[src/rtl/pulse_stretcher.sv]
// Stretches single-cycle event pulses into WIDTH-cycle output levels separated by GAP low cycles.
// Events arriving mid-pulse are queued in a saturating counter; dropped events set a sticky flag.
module pulse_stretcher #(
    parameter int WIDTH    = 4,
    parameter int GAP      = 2,
    parameter int PEND_MAX = 3,
    parameter int PW       = $clog2(PEND_MAX + 1)
) (
    input  logic          clk,
    input  logic          rst,
    input  logic          in,
    input  logic          clr_ovf,
    output logic          out,
    output logic          busy,
    output logic [PW-1:0] pending,
    output logic          ovf
);

    localparam int MAXC = (WIDTH > GAP) ? WIDTH : GAP;
    localparam int CW   = (MAXC > 1) ? $clog2(MAXC) : 1;

    localparam logic [CW-1:0] W_LOAD = CW'(WIDTH - 1);
    localparam logic [CW-1:0] G_LOAD = CW'(GAP - 1);
    localparam logic [PW-1:0] PMAX   = PW'(PEND_MAX);

    generate
        if (WIDTH < 1 || GAP < 1 || PEND_MAX < 1) begin : g_bad_param
            $error("pulse_stretcher: WIDTH, GAP and PEND_MAX must all be >= 1");
        end
    endgenerate

    typedef enum logic [1:0] {
        S_IDLE = 2'd0,
        S_HIGH = 2'd1,
        S_GAP  = 2'd2
    } state_t;

    state_t        state;
    logic [CW-1:0] cnt;
    logic          enq;

    // An event is queued unless it starts a pulse (IDLE) or lands on the GAP exit edge.
    assign enq = in && ((state == S_HIGH) || (state == S_GAP && cnt != '0));

    always_ff @(posedge clk) begin
        if (rst) begin
            state   <= S_IDLE;
            cnt     <= '0;
            pending <= '0;
            ovf     <= 1'b0;
        end else begin
            if (clr_ovf)
                ovf <= 1'b0;

            unique case (state)
                S_IDLE: begin
                    if (in) begin
                        state <= S_HIGH;
                        cnt   <= W_LOAD;
                    end
                end
                S_HIGH: begin
                    if (cnt != '0) begin
                        cnt <= cnt - CW'(1);
                    end else begin
                        state <= S_GAP;
                        cnt   <= G_LOAD;
                    end
                end
                S_GAP: begin
                    if (cnt != '0) begin
                        cnt <= cnt - CW'(1);
                    end else if (pending != '0) begin
                        // Dequeue; a simultaneous event refills the freed slot, so it never drops.
                        state <= S_HIGH;
                        cnt   <= W_LOAD;
                        if (!in)
                            pending <= pending - PW'(1);
                    end else if (in) begin
                        state <= S_HIGH;
                        cnt   <= W_LOAD;
                    end else begin
                        state <= S_IDLE;
                    end
                end
                default: begin
                    state <= S_IDLE;
                    cnt   <= '0;
                end
            endcase

            // Placed after the clear so a drop on the same edge wins.
            if (enq) begin
                if (pending != PMAX)
                    pending <= pending + PW'(1);
                else
                    ovf <= 1'b1;
            end
        end
    end

    assign out  = (state == S_HIGH);
    assign busy = (state != S_IDLE);

endmodule

[config.mk]
export PLATFORM = sky130hd
export DESIGN_NAME = pulse_stretcher
export DESIGN_NICKNAME = d
export VERILOG_FILES = /design/src/rtl/pulse_stretcher.sv
export SDC_FILE = /design/constraint.sdc
export NUM_CORES = 1
export LEC_CHECK = 0
export CORE_AREA = 2 2 39 41
export DETAILED_ROUTE_END_ITERATION = 8
export DIE_AREA = 0 0 41 43
export DONT_BUFFER_PORTS = 1
export GPL_TIMING_DRIVEN = 0
export PLACE_DENSITY = 0.43
export SYNTH_ARGS = -nofsm -noshare
export SYNTH_HDL_FRONTEND = slang
export SYNTH_SLANG_ARGS = --single-unit
[constraint.sdc]
create_clock -name clk -period 1.6 [get_ports clk]
set_input_delay 0.08 -clock clk [delete_from_list [all_inputs] [get_ports clk]]
set_output_delay 0.08 -clock clk [all_outputs]
set_load 0.01 [all_outputs]
==> results.py <==
metrics = {
    "worst_setup_path": {
        "worstRegToRegCells": 5,
        "path_class": "flip-flop to flip-flop",
        "critPathLaunchType": "flip-flop",
        "cp_cell_sequence": "inv_4, ha_4, or4_4, a221o_1, o311a_1",
        "worst_ep_arrival_time_ns": 1.79,
        "r2r_end": "pending[1]",
        "path_delay_family": "simple AND/OR/NAND/NOR gates",
        "worst_setup_path_end_kind": "flip-flop",
        "crit_path_max_incr_delay_ns": 0.49,
        "critical_path.n_buffers_inverters": 1,
        "setup.reg_to_reg.worst_slack_ns": -0.05,
        "regToRegStartpoint": "pending[0]",
        "critical_path_peak_fanout": 4,
        "critPathRequiredTime_ns": 1.74,
        "crit_path_top_delay_cell": "sky130_fd_sc_hd__or4_4",
    },
    "floorplanning": {
        "site_rows": 14,
        "core-area_sq_um": 1380,
        "floorplan.die.height_um": 43,
        "start_util_pct": 30.8,
        "boundary_pins": 9,
        "die_width_um": 41,
        "die_area_sq_um": 1760,
    },
    "power": {
        "ir_worst_vdd_mv": 0.737,
        "pwr_density_cell_nw_per_um2": 1400,
        "p_leak_nw": 0.219,
    },
    "clocking": {
        "clock_insertion_delay_worst_skew_ns": 0.25,
        "cts_inserted_buffers": 3,
        "cts_tree": "done",
        "clock_sinks": 7,
        "cts.htree.levels": 1,
        "clk_transition_reported_paths_ns": 0.05,
        "ctsRootBufferMaster": "sky130_fd_sc_hd__clkbuf_4",
        "cts.path.max_buffers": 2,
    },
    "global_route": {
        "met1_usage_pct": 16.6,
        "grt_use_met2_pct": 18.1,
        "gr-usage-all-layers_pct": 13.6,
        "grt_antenna_before_repair": 0,
        "grt-ovfl-total": 0,
        "grt_start_max_net_pins": 10,
        "gr-usage-met3_pct": 4.19,
        "global_route_wire_length_before_repair_um": 1570,
        "gr-max-usage-layer": "met2",
        "first_global_vias": 348,
    },
    "synthesis": {
        "synth_sequential_area_ratio_pct": 32.8,
        "syn-mean-instance-area_sq_um": 7.90,
        "ys_ff_latch": 7,
        "synthesis.nets": 61,
        "synth_top_flop_cell": "sky130_fd_sc_hd__dfxtp_1",
        "distinct_cells_synth": 25,
        "synth_warnings": 0,
        "netlist_instances": 54,
        "synth_edf_count": 0,
        "synth_async_sr_flop_share_pct": 0,
        "total_standard_cell_area_after_synthesis_sq_um": 427,
    },
    "timing": {
        "max_slew_headroom_at_the_worst_pin_pct": 72.1,
        "worst_clk_skew_ns": 0.000849,
        "setup_viol": 1,
        "final.setup.tns_ns": -0.0502,
        "postLayoutSetupSlackWorst_ns": -0.0502,
        "final-hold-violation-count": 0,
        "tightestPinTransition_ns": 0.415,
        "final.period_utilization_pct": 103,
        "finalHoldWorstSlack_ns": 0.0125,
        "final.min_clock_period_ns": 1.65,
        "timing.final.max_slew_violations": 0,
        "fmax_mhz": 606,
        "rsz_0062_raised_after_global_routing": "yes",
    },
    "placed_design": {
        "post-dp-hpwl_um": 646,
        "place.port_buffers": 0,
        "dp_cells": 70,
        "routabilityCongestion": 0.674,
    },
    "detailed_routing": {
        "viasPerCell": 5.09,
        "drt_first_pass_iters": 3,
        "ant_nets": 0,
        "vias": 377,
        "final_routed_wirelength_across_all_metal_layers_um": 885,
        "average_wire_per_standard_cell_um": 12.0,
        "drc_errors": 0,
        "dr.first_iter.drc_count": 2,
    },
    "layout": {
        "layout_commonest_cell": "sky130_fd_sc_hd__nor2_1",
        "diodes": 0,
        "fin_nets": 66,
        "fin_util_pct": 37.6,
        "layout.cells.most_common_list": "sky130_fd_sc_hd__nor2_1 (7), sky130_fd_sc_hd__a21oi_1 (5), sky130_fd_sc_hd__inv_1 (5), sky130_fd_sc_hd__dfxtp_1 (5)",
        "drive_gt1_share_pct": 24.1,
        "fill_cells": 153,
        "number_of_cells_in_the_finished_layout_apart_from_fillers": 74,
        "area_added_between_synthesis_and_finish_pct": 22.0,
    },
    "hold_path": {
        "hold-path-endpoint": "ovf",
        "timing.hold.worst_path_depth": 3,
        "hp-class": "primary input to flip-flop",
        "hp-start": "clr_ovf",
    },
    "status": {
        "violations": "setup timing",
        "status": "finished, violations left",
    },
    "job": {
        "timing.max_cap.violations": 0,
    },
}
-- cells by family (layout without fill, tap and decap cells) --
family | count (synthesis) | after routing | synth area share (%)
AO/OA/AOI/OAI | 17 | 17 | 27.3
XOR/XNOR | 1 | 1 | 2.05
adder cells (fa/ha/maj) | 3 | 3 | 8.80
buffers and inverters | 9 | 13 | 7.92
flip-flops | 7 | 7 | 32.8
multiplexers | 1 | 1 | 2.64
AND/OR/NAND/NOR | 16 | 16 | 18.5
-- cells in the mapped netlist (2+ instances only) --
cell / count / area (sq um)
sky130_fd_sc_hd__a211oi_1: 2 / 15.0
sky130_fd_sc_hd__a21oi_1: 5 / 25.0
sky130_fd_sc_hd__dfxtp_1: 7 / 140
sky130_fd_sc_hd__ha_1: 3 / 37.5
sky130_fd_sc_hd__inv_1: 7 / 26.3
sky130_fd_sc_hd__nand2_1: 2 / 7.51
sky130_fd_sc_hd__nand2b_1: 2 / 12.5
sky130_fd_sc_hd__nor2_1: 7 / 26.3
sky130_fd_sc_hd__o21ai_0: 3 / 15.0
-- layout make-up --
cell class,instances,area (sq um),area share [%]
Buffer,1,3.75,0.721
Clock buffer,4,26.3,5.05
Inverter,7,31.3,6.01
Multi-Input combinational cell,38,282,54.1
Sequential cell,7,148,28.4
Tap cell,16,20.0,3.85
Timing Repair Buffer,1,10.0,1.92
-- worst reg2reg max path, cell delays in order, from the launching register on --
cell and delay (ns):
sky130_fd_sc_hd__dfxtp_4 0.39, sky130_fd_sc_hd__inv_4 0.05, sky130_fd_sc_hd__ha_4 0.15, sky130_fd_sc_hd__or4_4 0.49
sky130_fd_sc_hd__a221o_1 0.35, sky130_fd_sc_hd__o311a_1 0.10
-- how the worst max path moves through the flow --
stage                    start         end  slack [ns]  cells past startpoint
floorplan           pending[0]  pending[1]       0.004                      5
global placement      state[0]  pending[1]       -0.08                      5
finish              pending[0]  pending[1]       -0.05                      5
detailed placement    state[0]  pending[1]       -0.05                      5
CTS                 pending[0]  pending[1]       -0.04                      5
global route        pending[1]  pending[1]       -0.09                      5
-- state kept, by name, indices dropped and copies added (netlist names) --
signal	count
state	2
cnt	2
pending	2
ovf	1
-- per-layer routing --
| layer | routed length, um | vias up |
|---|---|---|
| met4 | 17 | 0 |
| met1 | 394 | 169 |
| met3 | 34 | 4 |
| met5 | 0 | - |
| met2 | 439 | 7 |
| li1 | - | 197 |
-- metrics by stage --
| step | setup WS (ns) | total power, mW | area [sq um] |
|---|---|---|---|
| after floorplan | 0.00368 | 0.480 | 437 |
| after global placement | -0.0809 | 0.535 | 457 |
| after detailed placement | -0.0523 | 0.531 | 457 |
| after CTS | -0.0397 | 0.729 | 514 |
| after global routing | -0.0923 | 0.814 | 520 |
| final | -0.0502 | 0.731 | 520 |
-- power breakdown --
group	switching, mW	internal, mW	total (mW)
clock network	0.0682	0.0954	0.164
registers	0.0705	0.222	0.293
logic	0.138	0.137	0.275
total	0.277	0.455	0.731
-- what timing repair did --
action	in CTS	in global routing
hold endpoints to repair	1	0
setup endpoints to repair	2	1
pin swaps	0	2
hold buffers	1	0
gates resized for setup	5	2
setup buffers	0	0
Note: power is estimated with default switching activity, not from simulation.
